==> config.mk <==
export PLATFORM = sky130hd
export DESIGN_NAME = atconv_pool_engine
export DESIGN_NICKNAME = d
export VERILOG_FILES = /design/src/rtl/atconv_pkg.sv /design/src/rtl/maxpool4_ceil.sv /design/src/rtl/atconv_pool_engine.sv
export SDC_FILE = /design/constraint.sdc
export NUM_CORES = 1
export LEC_CHECK = 0
export BUFFER_PORTS_ARGS = -buffer_cell sky130_fd_sc_hd__buf_2
export CORE_MARGIN = 8
export CORE_UTILIZATION = 27
export CTS_CLUSTER_DIAMETER = 200
export DETAILED_ROUTE_END_ITERATION = 16
export PLACE_DENSITY = 0.47
export SETUP_SLACK_MARGIN = 0.05
export SKIP_LAST_GASP = 1
export SYNTH_ARGS = -nofsm -noshare
export SYNTH_HDL_FRONTEND = slang
export SYNTH_SLANG_ARGS = --single-unit
==> constraint.sdc <==
create_clock -name clk -period 8.6 [get_ports clk]
set_input_delay 0 -clock clk [delete_from_list [all_inputs] [get_ports clk]]
set_output_delay 0 -clock clk [all_outputs]
set_load 0.1 [all_outputs]
==> src/rtl/atconv_pkg.sv <==
`default_nettype none
// ============================================================================
// Module   : atconv_pkg
// Purpose  : Shared types, tap table and rounding helpers for the atrous
//            convolution / max-pool engine.
// Revision : 1.0
// ============================================================================
package atconv_pkg;

    typedef enum logic [2:0] {
        S_IDLE  = 3'd0,
        S_FETCH = 3'd1,
        S_DRAIN = 3'd2,
        S_WR_L0 = 3'd3,
        S_WR_L1 = 3'd4,
        S_DONE  = 3'd5
    } state_t;

    localparam int NUM_TAPS = 9;
    localparam int LAST_TAP = NUM_TAPS - 1;

    // Offsets in units of the dilation; shift 0 is the +1 centre tap, the
    // others are subtracted after an arithmetic right shift.
    typedef struct packed {
        logic signed [1:0] drow;
        logic signed [1:0] dcol;
        logic        [2:0] shift;
    } tap_t;

    localparam tap_t TAP_TABLE [NUM_TAPS] = '{
        '{drow: 2'sb00, dcol: 2'sb00, shift: 3'd0},
        '{drow: 2'sb11, dcol: 2'sb11, shift: 3'd4},
        '{drow: 2'sb11, dcol: 2'sb00, shift: 3'd3},
        '{drow: 2'sb11, dcol: 2'sb01, shift: 3'd4},
        '{drow: 2'sb00, dcol: 2'sb11, shift: 3'd2},
        '{drow: 2'sb00, dcol: 2'sb01, shift: 3'd2},
        '{drow: 2'sb01, dcol: 2'sb11, shift: 3'd4},
        '{drow: 2'sb01, dcol: 2'sb00, shift: 3'd3},
        '{drow: 2'sb01, dcol: 2'sb01, shift: 3'd4}
    };

    function automatic int relu_sat(input int v, input int dw);
        int max_v;
        max_v = (1 << (dw - 1)) - 1;
        if (v < 0)
            return 0;
        if (v > max_v)
            return max_v;
        return v;
    endfunction

    function automatic int ceil_sat(input int v, input int fw, input int dw);
        int one;
        int max_v;
        int t;
        one   = 1 << fw;
        max_v = (1 << (dw - 1)) - one;
        t     = v & ~(one - 1);
        if ((v & (one - 1)) != 0)
            t = t + one;
        if (t > max_v)
            t = max_v;
        return t;
    endfunction

endpackage
`default_nettype wire

==> src/rtl/maxpool4_ceil.sv <==
`default_nettype none
// ============================================================================
// Module   : maxpool4_ceil
// Purpose  : Combinational 2x2 max followed by ceil-to-integer and clamp.
// Revision : 1.0
// ============================================================================
module maxpool4_ceil
    import atconv_pkg::*;
#(
    parameter int DATA_W = 13,
    parameter int FRAC_W = 4
) (
    input  logic signed [DATA_W-1:0] slot0,
    input  logic signed [DATA_W-1:0] slot1,
    input  logic signed [DATA_W-1:0] slot2,
    input  logic signed [DATA_W-1:0] slot3,
    output logic signed [DATA_W-1:0] pooled
);

    logic signed [DATA_W-1:0] w_max01;
    logic signed [DATA_W-1:0] w_max23;
    logic signed [DATA_W-1:0] w_max;

    always_comb begin
        w_max01 = (slot0 > slot1) ? slot0 : slot1;
        w_max23 = (slot2 > slot3) ? slot2 : slot3;
        w_max   = (w_max01 > w_max23) ? w_max01 : w_max23;
        pooled  = DATA_W'(ceil_sat(32'(w_max), FRAC_W, DATA_W));
    end

endmodule
`default_nettype wire

==> src/rtl/atconv_pool_engine.sv <==
`default_nettype none
// ============================================================================
// Module   : atconv_pool_engine
// Purpose  : Dilated 3x3 sharpen with bias/ReLU to layer 0, optional 2x2
//            max-pool with ceil rounding to layer 1.
// Revision : 1.0
// ============================================================================
module atconv_pool_engine
    import atconv_pkg::*;
#(
    parameter int IMG_W_LOG2 = 6,
    parameter int DATA_W     = 13,
    parameter int FRAC_W     = 4,
    parameter int DIL        = 2,
    parameter int ADDR_W     = 2 * IMG_W_LOG2
) (
    input  logic                     clk,
    input  logic                     reset,
    input  logic                     ready,
    input  logic                     pool_en,
    input  logic signed [DATA_W-1:0] bias,
    output logic                     busy,
    output logic                     done,
    output logic        [ADDR_W-1:0] iaddr,
    input  logic signed [DATA_W-1:0] idata,
    output logic                     cwr,
    output logic        [ADDR_W-1:0] caddr_wr,
    output logic        [DATA_W-1:0] cdata_wr,
    output logic                     csel
);

    localparam int ACC_W = DATA_W + 3;
    localparam int CW    = IMG_W_LOG2 + 2;
    localparam logic signed [CW-1:0] DIL_S = CW'(DIL);
    localparam logic signed [CW-1:0] MAX_S = CW'((1 << IMG_W_LOG2) - 1);

    state_t                    state_q, state_d;
    logic [ADDR_W-1:0]         pix_q, pix_d;
    logic [3:0]                tap_q, tap_d;
    logic signed [ACC_W-1:0]   acc_q, acc_d;
    logic                      pool_en_q, pool_en_d;
    logic signed [DATA_W-1:0]  bias_q, bias_d;
    logic signed [DATA_W-1:0]  slot_q [4];
    logic signed [DATA_W-1:0]  slot_d [4];
    logic                      busy_q, busy_d;
    logic                      done_q, done_d;
    logic                      cwr_q, cwr_d;
    logic                      csel_q, csel_d;
    logic [ADDR_W-1:0]         caddr_wr_q, caddr_wr_d;
    logic [DATA_W-1:0]         cdata_wr_q, cdata_wr_d;

    logic [IMG_W_LOG2-1:0]     w_row, w_col;
    logic                      w_last;
    logic [3:0]                w_dtap_idx;
    logic [2:0]                w_shift;
    logic signed [ACC_W-1:0]   w_pix_ext, w_term;
    logic signed [DATA_W-1:0]  w_result;
    logic signed [DATA_W-1:0]  w_pooled;

    function automatic logic [IMG_W_LOG2-1:0] clamp_coord(
        input logic [IMG_W_LOG2-1:0] base,
        input logic signed [1:0]     off
    );
        logic signed [CW-1:0] pos;
        pos = $signed({2'b00, base});
        if (off == 2'sb01)
            pos = pos + DIL_S;
        else if (off == 2'sb11)
            pos = pos - DIL_S;
        if (pos[CW-1])
            return '0;
        if (pos > MAX_S)
            return '1;
        return IMG_W_LOG2'(pos);
    endfunction

    // Pooled frames walk 2x2 blocks: pix = {block_row, block_col, sub_row, sub_col}.
    always_comb begin
        if (pool_en_q) begin
            w_row = {pix_q[ADDR_W-1:IMG_W_LOG2+1], pix_q[1]};
            w_col = {pix_q[IMG_W_LOG2:2], pix_q[0]};
        end else begin
            w_row = pix_q[ADDR_W-1:IMG_W_LOG2];
            w_col = pix_q[IMG_W_LOG2-1:0];
        end
        w_last = &pix_q;
        iaddr  = {clamp_coord(w_row, TAP_TABLE[tap_q].drow),
                  clamp_coord(w_col, TAP_TABLE[tap_q].dcol)};
    end

    // Read data trails the address by one cycle, so it belongs to the previous tap.
    always_comb begin
        w_dtap_idx = (state_q == S_FETCH && tap_q != 4'd0) ? tap_q - 4'd1 : tap_q;
        w_shift    = TAP_TABLE[w_dtap_idx].shift;
        w_pix_ext  = ACC_W'(idata);
        w_term     = (w_shift == 3'd0) ? w_pix_ext : -(w_pix_ext >>> w_shift);
        acc_d      = acc_q;
        if (state_q == S_FETCH && tap_q == 4'd0)
            acc_d = ACC_W'(bias_q);
        else if (state_q == S_FETCH || state_q == S_DRAIN)
            acc_d = acc_q + w_term;
        w_result   = DATA_W'(relu_sat(32'(acc_d), DATA_W));
    end

    maxpool4_ceil #(
        .DATA_W (DATA_W),
        .FRAC_W (FRAC_W)
    ) u_pool (
        .slot0  (slot_q[0]),
        .slot1  (slot_q[1]),
        .slot2  (slot_q[2]),
        .slot3  (slot_q[3]),
        .pooled (w_pooled)
    );

    always_ff @(posedge clk) begin
        if (reset) begin
            state_q    <= S_IDLE;
            pix_q      <= '0;
            tap_q      <= '0;
            acc_q      <= '0;
            pool_en_q  <= 1'b0;
            bias_q     <= '0;
            slot_q     <= '{default: '0};
            busy_q     <= 1'b0;
            done_q     <= 1'b0;
            cwr_q      <= 1'b0;
            csel_q     <= 1'b0;
            caddr_wr_q <= '0;
            cdata_wr_q <= '0;
        end else begin
            state_q    <= state_d;
            pix_q      <= pix_d;
            tap_q      <= tap_d;
            acc_q      <= acc_d;
            pool_en_q  <= pool_en_d;
            bias_q     <= bias_d;
            slot_q     <= slot_d;
            busy_q     <= busy_d;
            done_q     <= done_d;
            cwr_q      <= cwr_d;
            csel_q     <= csel_d;
            caddr_wr_q <= caddr_wr_d;
            cdata_wr_q <= cdata_wr_d;
        end
    end

    always_comb begin
        state_d   = state_q;
        pix_d     = pix_q;
        tap_d     = tap_q;
        pool_en_d = pool_en_q;
        bias_d    = bias_q;
        slot_d    = slot_q;
        case (state_q)
            S_IDLE: begin
                if (ready) begin
                    state_d   = S_FETCH;
                    pool_en_d = pool_en;
                    bias_d    = bias;
                    pix_d     = '0;
                    tap_d     = '0;
                end
            end
            S_FETCH: begin
                if (tap_q == 4'(LAST_TAP))
                    state_d = S_DRAIN;
                else
                    tap_d = tap_q + 4'd1;
            end
            S_DRAIN: begin
                state_d                = S_WR_L0;
                slot_d[pix_q[1:0]]     = w_result;
            end
            S_WR_L0, S_WR_L1: begin
                tap_d = '0;
                if (state_q == S_WR_L0 && pool_en_q && pix_q[1:0] == 2'b11) begin
                    state_d = S_WR_L1;
                    tap_d   = tap_q;
                end else if (w_last) begin
                    state_d = S_DONE;
                    pix_d   = '0;
                end else begin
                    state_d = S_FETCH;
                    pix_d   = pix_q + ADDR_W'(1);
                end
            end
            S_DONE:  state_d = S_IDLE;
            default: state_d = S_IDLE;
        endcase
    end

    always_comb begin
        busy_d     = (state_d != S_IDLE) && (state_d != S_DONE);
        done_d     = (state_d == S_DONE);
        cwr_d      = 1'b0;
        csel_d     = csel_q;
        caddr_wr_d = caddr_wr_q;
        cdata_wr_d = cdata_wr_q;
        if (state_q == S_DRAIN) begin
            cwr_d      = 1'b1;
            csel_d     = 1'b0;
            caddr_wr_d = {w_row, w_col};
            cdata_wr_d = w_result;
        end else if (state_q == S_WR_L0 && state_d == S_WR_L1) begin
            cwr_d      = 1'b1;
            csel_d     = 1'b1;
            caddr_wr_d = ADDR_W'(pix_q[ADDR_W-1:2]);
            cdata_wr_d = w_pooled;
        end
    end

    assign busy     = busy_q;
    assign done     = done_q;
    assign cwr      = cwr_q;
    assign csel     = csel_q;
    assign caddr_wr = caddr_wr_q;
    assign cdata_wr = cdata_wr_q;

endmodule
`default_nettype wire

Word level (Yosys, flattened, before mapping)
Memory sizes are Yosys's and may differ from the RTL's.
Cells that the tools add are included.

word-level totals
  flip-flop bits (word level) = 130
  bits in latches = 0
  memory bits (writable) = 0
  ROM bits = 224
  bits of input ports = 30
  output and inout bits = 41
  logic and storage cells = 144
  memories = 2

memory list
  memory            words  bits a word  read ports  clocked after Yosys merged registers in  wr ports  line                      RTL
  (name not given)  16     7            1           0                                        0         atconv_pool_engine.sv:94  w_shift = TAP_TABLE[w_dtap_idx].shift;
  (name not given)  16     7            1           0                                        0         atconv_pool_engine.sv:88  clamp_coord(w_col, TAP_TABLE[tap_q].dcol)};

operators by class
  add/subtract/negate cells = 10
  multiply operators = 0
  div/mod/pow operators = 0
  magnitude comparators = 12
  eq/ne operators = 16
  shift operators = 1
  multiplexer cells = 61
  bitwise logic cells = 3
  reduce and logical (&&, ||, !) cells = 23

operators by type and width
  operator                                                                            count
  13-bit two-way mux                                                                  9
  12-bit two-way mux                                                                  6
  6-bit two-way mux                                                                   9
  52-bit bitwise mux                                                                  1
  16-bit two-way mux                                                                  3
  13-bit greater-than comparator                                                      3
  32-bit by 13-bit greater-than comparator with 1-bit output (second input constant)  1
  32-bit two-way mux                                                                  1
  8-bit two-way mux                                                                   4
  32-bit nonzero test                                                                 1
  13-bit demux with 2-bit select                                                      1
  12-bit case mux with 2 select lines                                                 1
  3-bit two-way mux                                                                   6
  16-bit adder                                                                        1
  16-bit by 13-bit greater-than comparator with 1-bit output (second input constant)  1
  8-bit by 7-bit greater-than comparator with 1-bit output (second input constant)    2
  16-bit by 1-bit < comparator with 1-bit output (second input constant)              1
  4-bit two-way mux                                                                   4
  16-bit negator                                                                      1
  13-bit by 3-bit >>> shifter with 16-bit output                                      1
  13-bit by 6-bit adder with 14-bit output (second input constant)                    1
  6-bit by 2-bit adder with 7-bit output (second input constant)                      2
  7-bit two-way mux                                                                   2
  6-bit by 2-bit subtractor with 7-bit output (second input constant)                 2
  other kinds (31)                                                                    62

Logic depth before layout (Yosys ltp)
Gate-level depths: netlist of the first run.

  word-level depth = 19
  mapped depth = 30
  depth with buffers taken out = 27

By module
A second synthesis of the first run with hierarchy kept.

unflattened totals
  cell total of the unflattened synthesis = 1,271
  area total of the unflattened synthesis = 9,884.5 um2

by module, submodules not included
  module              instances  cells each  area an instance (um2)  seq. area each (um2)
  atconv_pool_engine  1          985         7,815.0                 2,602.5
  maxpool4_ceil       1          286         2,069.5                 0.0

Worst setup path after synthesis of the first run
No wires, ideal clock.

  kind = register to register
  start point = reg slot_q[38] (netlist name)
  end point = reg cdata_wr_q[10], in the netlist cdata_wr[10]
  setup time = 132 ps
  arrival = 6,016 ps
  data required time = 8,468 ps
  path slack = 2,452 ps
  cell stages (with the launch flop) = 26
  buffers on the path = 4
  period minus slack after synthesis = 6,148 ps
  path through = dfxtp_1 inv_1 ha_1 or3b_2 a2111oi_0 o21ai_0 o21ai_0 buf_2 buf_1 mux2_2 ha_1 and4_1 and2_1 a221o_1 a311oi_1 or2_2 clkbuf_1 buf_1 mux2i_1 ha_1 inv_1 nor3_1 and3_1 o211a_1 a2bb2oi_1 o31ai_1

between the ends
  longest elaborated chain between the ends = 10
  elaborated cells between the ends (all ways) = 11
  those cells by class = 1 x add/sub; 3 x order compare; 6 x mux; 1 x reduce/logical

ends and longest elaborated chain
  element                                                                          line                                RTL
  start, declared                                                                  atconv_pool_engine.sv:43            logic signed [DATA_W-1:0] slot_q [4];
  start signal, assigned                                                           atconv_pool_engine.sv:138           slot_q <= slot_d;
  13-bit greater-than comparator                                                   maxpool4_ceil.sv:25                 w_max01 = (slot0 > slot1) ? slot0 : slot1;
  13-bit two-way mux *                                                             maxpool4_ceil.sv:25
  13-bit greater-than comparator                                                   maxpool4_ceil.sv:27                 w_max = (w_max01 > w_max23) ? w_max01 : w_max23;
  13-bit two-way mux *                                                             maxpool4_ceil.sv:27
  13-bit by 6-bit adder with 14-bit output or 32-bit nonzero test (tied branches)  atconv_pkg.sv:60, atconv_pkg.sv:59
  32-bit two-way mux *                                                             atconv_pkg.sv:59                    if ((v & (one - 1)) != 0)
  32-bit by 13-bit greater-than comparator with 1-bit output                       atconv_pkg.sv:61                    if (t > max_v)
  13-bit two-way mux *                                                             atconv_pkg.sv:61
  13-bit two-way mux *                                                             atconv_pool_engine.sv:205           end else if (state_q == S_WR_L0 && state_d == S_WR_L1) begin
  13-bit two-way mux *                                                             atconv_pool_engine.sv:200           if (state_q == S_DRAIN) begin
  end signal, assigned                                                             atconv_pool_engine.sv:144           cdata_wr_q <= cdata_wr_d;
  end, declared                                                                    atconv_pool_engine.sv:50            logic [DATA_W-1:0] cdata_wr_q, cdata_wr_d;

Every way passes the cells marked *; elsewhere a longest branch is shown, timed or not. The select of a mux whose other input is x is not followed.
A chain may end at the register's enable or synchronous reset.

Worst setup path in the final report of the first run
  start point = reg tap_q[0]
  end point = reg slot_q[13] (netlist name)

between the ends
  longest elaborated chain between the ends = 19
  elaborated cells between the ends (all ways) = 26
  those cells by class = 3 x add/sub; 2 x order compare; 1 x shift; 13 x mux; 1 x bitwise; 5 x reduce/logical; 1 x memory

ends and longest elaborated chain
  element                                                     line                       RTL
  start, declared                                             atconv_pool_engine.sv:39   logic [3:0] tap_q, tap_d;
  start signal, assigned                                      atconv_pool_engine.sv:134  tap_q <= tap_d;
  branches (longest 12 deep; another with 16-bit negator)     n/a
  16-bit two-way mux *                                        atconv_pool_engine.sv:98   if (state_q == S_FETCH && tap_q == 4'd0)
  16-bit by 13-bit greater-than comparator with 1-bit output  atconv_pkg.sv:47           if (v > max_v)
  1-bit two-way mux (2 in a row)                              atconv_pkg.sv:47
  13-bit two-way mux                                          atconv_pkg.sv:49           return v;
  13-bit two-way mux *                                        atconv_pkg.sv:47
  52-bit bitwise mux *                                        atconv_pool_engine.sv:173  slot_d[pix_q[1:0]] = w_result;

Mark *: on every way between the ends. The select of a mux whose other input is x is not followed.

==> reports/qor.tcl, run 1 <==
set qor(synth_edf_count) 0
set qor(mappedNetlistArea_sq_um) 9240
set qor(port_buffers) 70
set qor(min_delay_path_depth) 4
set qor(power-per-cell-area_nw_per_um2) 184
set qor(min_period_ns) 6.92
set qor(grt_usage) 0.147
set qor(tightestPinTransition_ns) 1.14
set qor(floorplan.initialDensity) 0.275
set qor(skew_ns) 0.0109
set qor(h_tree_level_count) 4
set qor(async_reset_ff_frac) 0
set qor(worst_path_dominant_cell_family) {compound AO/OA/AOI/OAI gates}
set qor(rows) 67
set qor(max_cap_violations) 0
set qor(critPathMaxStageDelay_ns) 0.61
set qor(met2WireLength_mm) 14.4
set qor(setup.worst_path.start_class) {register}
set qor(fillers) 3580
set qor(drt.antenna.violating_nets) 0
set qor(fin_cells) 1654
set qor(detailedRoute.firstPassIterationCount) 5
set qor(preCtsSetupSlack_ns) 1.78
set qor(synth_sequential_area_ratio) 0.282
set qor(post-cts-setup-buffers) 0
set qor(dr.first_iter.drc_count) 563
set qor(cp_data_arrival_time_ns) 7.28
set qor(finalInstanceArea_sq_um) 10700
set qor(ctsRootBufferMaster) {clkbuf_16}
set qor(power.static_leakage_nw) 4.47
set qor(critPathBufInv) 3
set qor(cp_data_required_time_ns) 8.96
set qor(layout.area.seq_sq_um) 2600
set qor(setup_viol_count_final) 0
set qor(clock_insertion_delay_worst_skew_ns) 0.43
set qor(synth.area.top_cells) {dfxtp_1 (28%), ha_1 (9.6%), nand2_1 (5.8%), a32o_1 (5.2%), mux2i_1 (5.0%)}
set qor(timing.hold.ws_ns) 0.0778
set qor(grt_max_degree) 69
set qor(post_drt_wl_per_cell_microns) 18.2
set qor(multi_input_area_sq_um) 6160
set qor(grt.overflow.total) 0
set qor(min_delay_path_class) {in -> reg}
set qor(crit_path_end_kind) {register}
set qor(layout.cells.most_common_list) {nand2_1 (142), dfxtp_1 (130), nor2_1 (90), a21oi_1 (90), ha_1 (71)}
set qor(setup_repair_after_global_routing_missed_its_margin) {false}
set qor(cts_sinks) 130
set qor(ioPinCount) 71
set qor(worst_r2r_endpoint) {slot_q[13]$_SDFFE_PP0P_}
set qor(fp.dieH_microns) 201
set qor(p_comb_frac) 0.289
set qor(synth_cell_types) 83
set qor(hold_path.startpoint) {ready}
set qor(vias) 8644
set qor(share_clk_of_total_power) 0.387
set qor(cts_buffers) 17
set qor(p_total_mw) 1.98
set qor(wirelength_mm) 30.1
set qor(syn_avg_cell_area_sq_um) 8.09
set qor(setup_total_negative_slack_ns) 0
set qor(cts_tree) {done}
set qor(layout.cells.most_common) {nand2_1}
set qor(routabilityCongestion) 0.891
set qor(r2r_setup_slack_ns) 1.68
set qor(min_delay_worst_endpoint) {pool_en_q$_SDFFE_PP0P_}
set qor(design_internal_power_mw) 1.27
set qor(topRoutingLayerUsed) {met4}
set qor(die_area_sq_um) 40400
set qor(route.detailed.vias_per_inst) 5.23
set qor(run_status) {finished clean}
set qor(cts.clk_slew.worst_paths_ns) 0.06
set qor(synthesis.nets) 1244
set qor(core_area_sq_um) 33600
set qor(synth_top_area_cell) {dfxtp_1}
set qor(netlist_instances) 1142
set qor(fin_nets) 1296
set qor(synth.yosys.warnings) 0
set qor(crit_path_frequent_cell) {ha_1}
set qor(max_freq_mhz) 145
set qor(drcViolationCount) 0
set qor(post_route_cells_drive_above_1_share) 0.132
set qor(drv_slew) 0
set qor(finalWorstSetupSlack_ns) 1.68
set qor(fin_util) 0.319
set qor(switching_power_uw) 708
set qor(route.layer.met1.wl_mm) 14.3
set qor(swShare) 0.359
set qor(worstReg2RegStart) {tap_q[0]$_SDFFE_PP0P_}
set qor(grt_first_pass_wirelength_mm) 48.4
set qor(slew_limit_headroom) 0.237
set qor(wire_length_on_met3_mm) 1.00
set qor(crit_type) {reg -> reg}
set qor(antennaDiodeCount) 0
set qor(numPlacedInstances) 1609
set qor(reg2regPathDepth) 26
set qor(max-clock-path-buffers) 2
set qor(portion_of_total_power_attributed_to_sequential_cells) 0.324
set qor(vias_in_the_first_global_route) 8402
set qor(dpl-instance-area_sq_um) 9990
set qor(crit_fanout) 49
set qor(cp_max_stage_cell) {dfxtp_1}
set qor(post-route-period-util) 0.804
set qor(hpwlAfterDp_mm) 22.6
set qor(max-vdd-ir-drop_v) 0.000163
set qor(antenna_violations_before_repair) 0
set qor(chipWidth_microns) 201
set qor(yosys_most_used_dff) {dfxtp_1}
set qor(timing.critical_path.depth) 26
set qor(synth-seq-cells) 130
set qor(synth.top_cell.area_share) 0.282
set qor(syn2layout_area_growth_pct) 16.2
set qor(final_hold_viol_count) 0
[power groups by stage]
stage / Sequential [mW] / Combinational (mW) / Clock (mW)
5_1_grt: 0.642 / 0.626 / 0.808
3_5_place_dp: 0.652 / 0.565 / 0
4_1_cts: 0.639 / 0.573 / 0.780
3_3_place_gp: 0.653 / 0.565 / 0
2_1_floorplan: 0.646 / 0.434 / 0
6_report: 0.640 / 0.572 / 0.764
[worst register-to-register path: cells and delay by family (launching register included)]
| kind | cells | cell delay (ns) |
|---|---|---|
| xor+xnor | 2 | 0.28 |
| mux | 2 | 0.67 |
| fa+ha+maj | 4 | 1.17 |
| compound gates | 11 | 2.76 |
| flops | 1 | 0.61 |
| buf+inv | 3 | 0.83 |
| simple gates | 4 | 0.55 |
[sequential cells by signal, indices dropped and copies added, names as in the netlist]
register   cells
acc_q         16
bias_q        13
busy           1
caddr_wr      12
cdata_wr      13
csel           1
cwr            1
done           1
pix_q         12
pool_en_q      1
slot_q        52
state_q        3
tap_q          4
[per-layer routing]
layer	up-vias	track usage
li1	4295	-
met5	-	0
met4	0	0.0302
met3	29	0.0247
met1	4150	0.192
met2	170	0.249
[worst max path at each step]
stage / from / to / slack (ns)
final: tap_q[0]$_SDFFE_PP0P_ / slot_q[13]$_SDFFE_PP0P_ / 1.68
after global routing: tap_q[0]$_SDFFE_PP0P_ / slot_q[42]$_SDFFE_PP0P_ / 1.06
after CTS: tap_q[0]$_SDFFE_PP0P_ / slot_q[13]$_SDFFE_PP0P_ / 1.72
after detailed placement: tap_q[0]$_SDFFE_PP0P_ / slot_q[42]$_SDFFE_PP0P_ / 1.78
after global placement: tap_q[0]$_SDFFE_PP0P_ / cdata_wr[3]$_SDFFE_PP0P_ / 1.90
after floorplan: slot_q[38]$_SDFFE_PP0P_ / cdata_wr[10]$_SDFFE_PP0P_ / 2.45
[cells by family (layout without fill, tap and decap cells)]
logic type | Yosys count | after routing | share of synthesized area
AND/OR/NAND/NOR | 400 | 400 | 0.212
AO/OA/AOI/OAI | 315 | 315 | 0.245
flip-flops | 130 | 130 | 0.282
buffers and inverters | 121 | 185 | 0.0531
adder cells (fa/ha/maj) | 72 | 72 | 0.0983
multiplexers | 60 | 60 | 0.0676
XOR/XNOR | 44 | 44 | 0.0417
[layout make-up]
cell class,count,area share
clock buffers,17,0.0396
flip-flops and latches,130,0.243
inverters,57,0.0199
repair buffers,97,0.0548
clock inverters,14,0.0168
well taps,448,0.0522
multi-input cells,891,0.574
[cells in the mapped netlist (all sizes together), types with 10 or more instances]
master  instances
a32o           48
o211ai         11
nor3           33
a21oi          92
xnor2          25
buf            18
inv            57
ha             71
o31ai          11
and3           19
nand3          27
a211oi         18
nor2           91
nand4          16
a21o           12
nor2b          10
o21ai          51
mux2           13
mux2i          47
xor2           19
dfxtp         130
nand2b         13
nand2         142
clkbuf         46
a311oi         12
[timing repair]
action,4_1_cts,5_1_grt
resized for setup,0,0
hold buffers,14,0
hold endpoints to repair,14,0
Note: power is estimated with default switching activity, not from simulation.
==> inputs of run 2 (changes only) <==
- ABC_AREA: not set -> 1
- clock period: 8.6 -> 6.96 ns (I/O delays scaled with it)
==> reports/qor.tcl, run 2 <==
set qor(max_freq_mhz) 162 ;# +12%
set qor(cts_buffers) 17 ;# unchanged
set qor(core_area_sq_um) 33200 ;# -1.2%
set qor(yosys.area_share.adder) 0.101 ;# +0.00263
set qor(setup_repair_after_global_routing_missed_its_margin) {false}
set qor(min_delay_path_class) {in -> reg}
set qor(netlist_instances) 1351 ;# +18%
set qor(port_buffers) 70 ;# unchanged
set qor(detailedRoute.firstPassIterationCount) 5 ;# unchanged
set qor(mappedNetlistArea_sq_um) 9000 ;# -2.6%
set qor(layout.cells.most_common_list) {nand2_1 (304), o21ai_0 (151), a21oi_1 (147)}
set qor(regMostFlops) {slot_q}
set qor(post_drt_wl_per_cell_microns) 15.1 ;# -17%
set qor(grt_busiest_layer) {met2}
set qor(max-vdd-ir-drop_v) 0.000182 ;# +12%
set qor(crit_path_frequent_cell) {nand2_1}
set qor(post-cts-setup-buffers) 0 ;# unchanged
set qor(synth.cells.most_frequent) {nand2_1 (305), o21ai_0 (151), a21oi_1 (148)}
set qor(crit_path_end_kind) {register}
set qor(max_cap_violations) 0 ;# unchanged
set qor(rows) 67 ;# unchanged
set qor(synth.top_cell.area_share) 0.289 ;# +0.00752
set qor(critPathMaxStageDelay_ns) 0.35 ;# -0.26 ns
set qor(slew_limit_headroom) 0.442 ;# +0.205
set qor(reg2regPathDepth) 41 ;# +58%
set qor(die_area_sq_um) 39400 ;# -2.4%
set qor(setup_total_negative_slack_ns) 0 ;# unchanged
set qor(cts_tree) {done}
set qor(drv_slew) 0 ;# unchanged
set qor(preCtsSetupSlack_ns) 0.465 ;# -1.32 ns
set qor(fp.dieH_microns) 199 ;# -1.2%
set qor(synthMuxAreaShare) 0.00111 ;# -0.0665
set qor(tightestPinTransition_ns) 0.836 ;# -0.305 ns
set qor(critPathBufInv) 6 ;# +3
set qor(cp_data_arrival_time_ns) 6.46 ;# -0.82 ns
set qor(use_met2) 0.235 ;# -0.0142
set qor(synth_top_family_by_area) {simple AND/OR/NAND/NOR gates}
set qor(cts_sinks) 130 ;# unchanged
set qor(dr.first_iter.drc_count) 650 ;# +15%
set qor(fin_nets) 1521 ;# +17%
set qor(syn_avg_cell_area_sq_um) 6.66 ;# -18%
set qor(crit_type) {reg -> reg}
set qor(cp_max_stage_cell) {dfxtp_1}
set qor(grt_first_pass_wirelength_mm) 46.1 ;# -4.8%
set qor(synth.yosys.warnings) 0 ;# unchanged
set qor(routabilityCongestion) 0.834 ;# -6.5%
set qor(synth.area.top_cells) {dfxtp_1 (29%), nand2_1 (13%), ha_1 (9.9%), o21ai_0 (8.4%), a21oi_1 (8.2%)}
set qor(fin_cells) 1880 ;# +14%
set qor(post_route_cells_drive_above_1_share) 0.135 ;# +0.00294
set qor(cp_data_required_time_ns) 7.24 ;# -1.72 ns
set qor(grt_usage) 0.146 ;# -0.000708
set qor(min_period_ns) 6.18 ;# -0.740 ns
set qor(antennaDiodeCount) 0 ;# unchanged
set qor(numPlacedInstances) 1834 ;# +14%
set qor(drt.antenna.violating_nets) 0 ;# unchanged
set qor(synth_compound_gate_area_share) 0.210 ;# -0.0353
set qor(yosys_most_used_dff) {dfxtp_1}
set qor(synth_most_common_cell) {nand2_1}
set qor(setup_viol_count_final) 0 ;# unchanged
set qor(hpwlAfterDp_mm) 21.4 ;# -5.2%
set qor(grt.overflow.total) 0 ;# unchanged
set qor(worst_path_dominant_cell_family) {simple AND/OR/NAND/NOR gates}
set qor(min_delay_path_depth) 3 ;# -1
set qor(cts.clk_slew.worst_paths_ns) 0.06 ;# about the same
set qor(synth_edf_count) 0 ;# unchanged
set qor(syn2layout_area_growth_pct) 17.5
set qor(post-route-period-util) 0.888 ;# +0.0832
set qor(wirelength_mm) 28.3 ;# -6.0%
set qor(grtUsageMet1) 0.200 ;# +0.00788
set qor(synthesis.nets) 1453 ;# +17%
set qor(vias) 9036 ;# +4.5%
set qor(drcViolationCount) 0 ;# unchanged
set qor(crit_fanout) 12 ;# -76%
set qor(largest_register_ff_count) 52 ;# unchanged
set qor(power-per-cell-area_nw_per_um2) 248 ;# +35%
set qor(max-clock-path-buffers) 2 ;# unchanged
set qor(timing.hold.ws_ns) 0.193 ;# +0.115 ns
set qor(layout.cells.most_common) {nand2_1}
set qor(h_tree_level_count) 4 ;# unchanged
set qor(grt.met3_usage) 0.0249 ;# +0.000180
set qor(grt_max_degree) 56 ;# -19%
set qor(largest_registers) {slot_q (52), acc_q (16)}
set qor(antenna_violations_before_repair) 0 ;# unchanged
set qor(timing.critical_path.depth) 41 ;# +58%
set qor(run_status) {finished clean}
set qor(vias_in_the_first_global_route) 8697 ;# +3.5%
set qor(async_reset_ff_frac) 0 ;# unchanged
set qor(chipWidth_microns) 199 ;# -1.2%
set qor(final_hold_viol_count) 0 ;# unchanged
set qor(post_synth_and_or_nand_nor_area_fraction) 0.294 ;# +0.0813
set qor(synth_sequential_area_ratio) 0.289 ;# +0.00752
set qor(power.static_leakage_nw) 4.80 ;# +7.4%
set qor(ioPinCount) 71 ;# unchanged
set qor(clock_insertion_delay_worst_skew_ns) 0.42 ;# about the same
set qor(synth_cell_types) 49 ;# -41%
set qor(ctsRootBufferMaster) {clkbuf_16}
set qor(synth-seq-cells) 130 ;# unchanged
set qor(synth_top_area_cell) {dfxtp_1}
set qor(floorplan.initialDensity) 0.271 ;# -0.00377
set qor(finalWorstSetupSlack_ns) 0.782 ;# -0.900 ns
set qor(setup.worst_path.start_class) {register}
set qor(skew_ns) 0.00928 ;# -0.00161 ns
set qor(yosys.area_share.xor_xnor) 0.0204 ;# -0.0213
set qor(route.detailed.vias_per_inst) 4.81 ;# -8.0%
==> run 2: worst paths after layout <==
check                           from                         to  slack, ns
max            tap_q[1]$_SDFFE_PP0P_  cdata_wr[11]$_SDFFE_PP0P_       0.78
min reg2reg  bias_q[12]$_SDFFE_PP0P_    bias_q[12]$_SDFFE_PP0P_       0.46
min                            reset             cwr$_SDFF_PP0_       0.19
max reg2reg    tap_q[1]$_SDFFE_PP0P_  cdata_wr[11]$_SDFFE_PP0P_       0.78
==> run 2: layout make-up <==
cell class,count,area (sq um)
fill,3676,22600
multi-input combinational,1028,5650
sequential,130,2600
timing repair buffer,101,618
tap,448,561
inverter,141,529
clock buffer,21,470
clock inverter,11,140
==> run 2: per-stage QoR <==
| stage | utilization | total power, mW | area, sq um |
|---|---|---|---|
| 3_3_place_gp | 0.295 | 1.70 | 9810 |
| 6_report | 0.318 | 2.63 | 10600 |
| 4_1_cts | 0.318 | 2.65 | 10600 |
| 5_1_grt | 0.318 | 2.79 | 10600 |
| 2_1_floorplan | - | 1.50 | 9000 |
| 3_5_place_dp | 0.295 | 1.70 | 9810 |
==> run 2: tightest hold or removal path, stage by stage <==
cell and delay (ns):
buf_2 0.09, buf_4 0.30, nor2_1 0.17
==> run 2: power breakdown <==
part           internal (mW)  leakage, nW  switching (mW)
clock network          0.566        0.298           0.364
registers              0.770         1.05          0.0204
logic                  0.276         3.45           0.628
total                   1.61         4.80            1.01
==> run 2: cell families (layout without fill, tap and decap cells) <==
group / after synthesis / after routing
compound gates: 351 / 351
xor+xnor: 21 / 21
fa+ha+maj: 72 / 72
buf+inv: 193 / 274
flops: 130 / 130
mux: 1 / 1
simple gates: 583 / 583
==> run 2: repair_timing <==
item / 4_1_cts / 5_1_grt
endpoints found under the setup margin: 0 / 61
resized for setup: 0 / 3
endpoints found under the hold margin: 14 / 0
hold buffers: 14 / 0
==> run 2: per-layer routing <==
metal | wire length (microns) | vias to the layer above
met5 | 0 | -
met4 | 407 | 0
met3 | 1060 | 23
met2 | 12700 | 154
met1 | 14100 | 4166
li1 | - | 4693
==> inputs of run 3 (changes only) <==
- BUFFER_PORTS_ARGS: -buffer_cell sky130_fd_sc_hd__buf_2 -> not set
- CORE_ASPECT_RATIO: not set -> 1.75
- DONT_BUFFER_PORTS: not set -> 1
- PLACE_DENSITY: 0.47 -> 0.45
- SKIP_LAST_GASP: 1 -> not set
==> reports/qor.tcl, run 3 (synthesis results as in run 2) <==
set qor(worstReg2RegStart) {tap_q[0]$_SDFFE_PP0P_}
set qor(min_period_ns) 6.23 ;# +0.0491 ns
set qor(layout.area.seq_sq_um) 2600 ;# about the same
set qor(clock_insertion_delay_worst_skew_ns) 0.44 ;# +0.02 ns
set qor(routabilityCongestion) 0.857 ;# +2.8%
set qor(crit_type) {reg -> reg}
set qor(h_tree_level_count) 4 ;# unchanged
set qor(grt_first_pass_wirelength_mm) 47.6 ;# +3.4%
set qor(max_freq_mhz) 161 ;# -0.79%
set qor(hold_path.startpoint) {reset}
set qor(syn2layout_area_growth_pct) 13.4
set qor(cts.clk_slew.worst_paths_ns) 0.06 ;# about the same
set qor(post_route_cells_drive_above_1_share) 0.0963 ;# -0.0385
set qor(post-route-period-util) 0.895 ;# +0.00705
set qor(post-cts-setup-buffers) 0 ;# unchanged
set qor(rows) 88 ;# +31%
set qor(layout.cells.most_common) {nand2_1}
set qor(wirelength_mm) 29.9 ;# +5.7%
set qor(crit_path_end_kind) {register}
set qor(grt_busiest_layer) {met2}
set qor(critPathMaxStageDelay_ns) 0.51 ;# +0.16 ns
set qor(drcViolationCount) 0 ;# unchanged
set qor(max-vdd-ir-drop_v) 0.000185 ;# +1.5%
set qor(post_drt_wl_per_cell_microns) 16.9 ;# +13%
set qor(grt_max_degree) 67 ;# +20%
set qor(fin_nets) 1449 ;# -4.7%
set qor(vias_in_the_first_global_route) 8519 ;# -2.0%
set qor(cts_buffers) 17 ;# unchanged
set qor(core_area_sq_um) 32900 ;# -0.83%
set qor(die_area_sq_um) 39600 ;# +0.58%
set qor(setup_total_negative_slack_ns) 0 ;# unchanged
set qor(run_status) {finished clean}
set qor(setup.worst_path.start_class) {register}
set qor(power.static_leakage_nw) 4.45 ;# -7.3%
set qor(tightestPinTransition_ns) 1.29 ;# +0.457 ns
set qor(dpl-instance-area_sq_um) 9420 ;# -3.9%
set qor(largest_register_ff_count) 52 ;# unchanged
set qor(ioPinCount) 71 ;# unchanged
set qor(reg2regPathDepth) 40 ;# -2.4%
set qor(cts_tree) {done}
set qor(hpwlAfterDp_mm) 23.1 ;# +7.7%
set qor(fillers) 3605 ;# -1.9%
set qor(grt_usage) 0.153 ;# +0.00739
set qor(dr.first_iter.drc_count) 487 ;# -25%
set qor(cp_data_arrival_time_ns) 6.55 ;# +0.09 ns
set qor(detailedRoute.firstPassIterationCount) 6 ;# +1
set qor(ctsRootBufferMaster) {clkbuf_16}
set qor(cp_data_required_time_ns) 7.28 ;# +0.04 ns
set qor(setup_repair_after_global_routing_missed_its_margin) {false}
set qor(grtUsageMet1) 0.167 ;# -0.0330
set qor(antenna_violations_before_repair) 0 ;# unchanged
set qor(chipWidth_microns) 154 ;# -22%
set qor(floorplan.initialDensity) 0.273 ;# +0.00227
set qor(port_buffers) 0 ;# -100%
set qor(route.detailed.vias_per_inst) 5.00 ;# +4.0%
set qor(vias) 8820 ;# -2.4%
set qor(setup_viol_count_final) 0 ;# unchanged
set qor(max_cap_violations) 0 ;# unchanged
set qor(slew_limit_headroom) 0.136 ;# -0.306
set qor(grt.met3_usage) 0.0275 ;# +0.00266
set qor(use_met2) 0.285 ;# +0.0493
set qor(drv_slew) 0 ;# unchanged
set qor(min_delay_worst_endpoint) {slot_q[25]$_SDFFE_PP0P_}
set qor(antennaDiodeCount) 0 ;# unchanged
set qor(max-clock-path-buffers) 2 ;# unchanged
set qor(finalInstanceArea_sq_um) 10200 ;# -3.4%
set qor(crit_path_frequent_cell) {nand2_1}
set qor(fp.dieH_microns) 257 ;# +30%
set qor(skew_ns) 0.00966 ;# +0.000376 ns
set qor(largest_registers) {slot_q (52), acc_q (16)}
set qor(cts_sinks) 130 ;# unchanged
set qor(cp_max_stage_cell) {dfxtp_1}
set qor(r2r_setup_slack_ns) 0.73 ;# -0.05 ns
set qor(multi_input_area_sq_um) 5720 ;# +1.2%
set qor(min_delay_path_depth) 4 ;# +1
set qor(layout.cells.most_common_list) {nand2_1 (303), o21ai_0 (148), a21oi_1 (144)}
set qor(crit_fanout) 12 ;# unchanged
set qor(power-per-cell-area_nw_per_um2) 254 ;# +2.1%
set qor(min_delay_path_class) {in -> reg}
set qor(regMostFlops) {slot_q}
set qor(drt.antenna.violating_nets) 0 ;# unchanged
set qor(final_hold_viol_count) 0 ;# unchanged
set qor(worst_r2r_endpoint) {cdata_wr[10]$_SDFFE_PP0P_}
set qor(grt.overflow.total) 0 ;# unchanged
==> run 3: changes by cell type in the layout (fill, tap and decap cells not counted), sizes merged <==
| cell | change |
|---|---|
| dlygate4sd3 | +1 |
| clkinvlp | +1 |
| clkbuf | -3 |
| inv | -1 |
| clkinv | +4 |
| buf | -73 |
| bufinv | -1 |
==> run 3: timing repair <==
action	4_1_cts	5_1_grt
resized for setup	0	7
setup endpoints to repair	0	60
hold endpoints to repair	53	0
hold buffers	16	0
==> run 3: worst max path at each step <==
stage	startpoint	end	slack, ns
floorplan	tap_q[0]$_SDFFE_PP0P_	slot_q[1]$_SDFFE_PP0P_	1.67
global placement	tap_q[0]$_SDFFE_PP0P_	cdata_wr[11]$_SDFFE_PP0P_	0.40
detailed placement	tap_q[0]$_SDFFE_PP0P_	cdata_wr[9]$_SDFFE_PP0P_	0.32
CTS	tap_q[0]$_SDFFE_PP0P_	cdata_wr[9]$_SDFFE_PP0P_	0.29
global route	tap_q[0]$_SDFFE_PP0P_	cdata_wr[9]$_SDFFE_PP0P_	0.05
finish	tap_q[0]$_SDFFE_PP0P_	cdata_wr[10]$_SDFFE_PP0P_	0.73
==> run 3: cell type report <==
cell class,count,share of cell area
clock buffer,18,0.0421
timing repair buffer,29,0.0270
clock inverter,14,0.0143
sequential,130,0.255
inverter,141,0.0519
multi-input combinational,1028,0.560
tap,405,0.0497
==> run 3: power by group <==
| part | switching (mW) | internal, mW |
|---|---|---|
| combinational | 0.632 | 0.266 |
| clock | 0.394 | 0.503 |
| sequential | 0.0243 | 0.769 |
| total | 1.05 | 1.54 |
==> run 3: worst max-delay path: cells and delay by family, from the launching register on <==
family / cells / cell delay, ns
simple gates: 21 / 2.56
flops: 1 / 0.51
buf+inv: 5 / 0.40
compound gates: 9 / 1.58
xor+xnor: 2 / 0.27
fa+ha+maj: 3 / 0.81
==> run 3: layer usage <==
| metal | vias up | wire (microns) |
|---|---|---|
| li1 | 4549 | - |
| met3 | 39 | 1200 |
| met5 | - | 0 |
| met4 | 0 | 812 |
| met1 | 4060 | 12000 |
| met2 | 172 | 15900 |
==> run 3: through the flow <==
stage          hold WS, ns  setup WS, ns  total power, mW  utilization  instances
4_1_cts             0.0853         0.288             2.62        0.309       1765
5_1_grt              0.175        0.0522             2.76        0.310       1765
2_1_floorplan        0.145          1.67             1.50            -       1351
3_5_place_dp        0.0792         0.324             1.69        0.286       1717
6_report             0.127         0.733             2.59        0.310       1765
3_3_place_gp        0.0780         0.396             1.69        0.286       1717
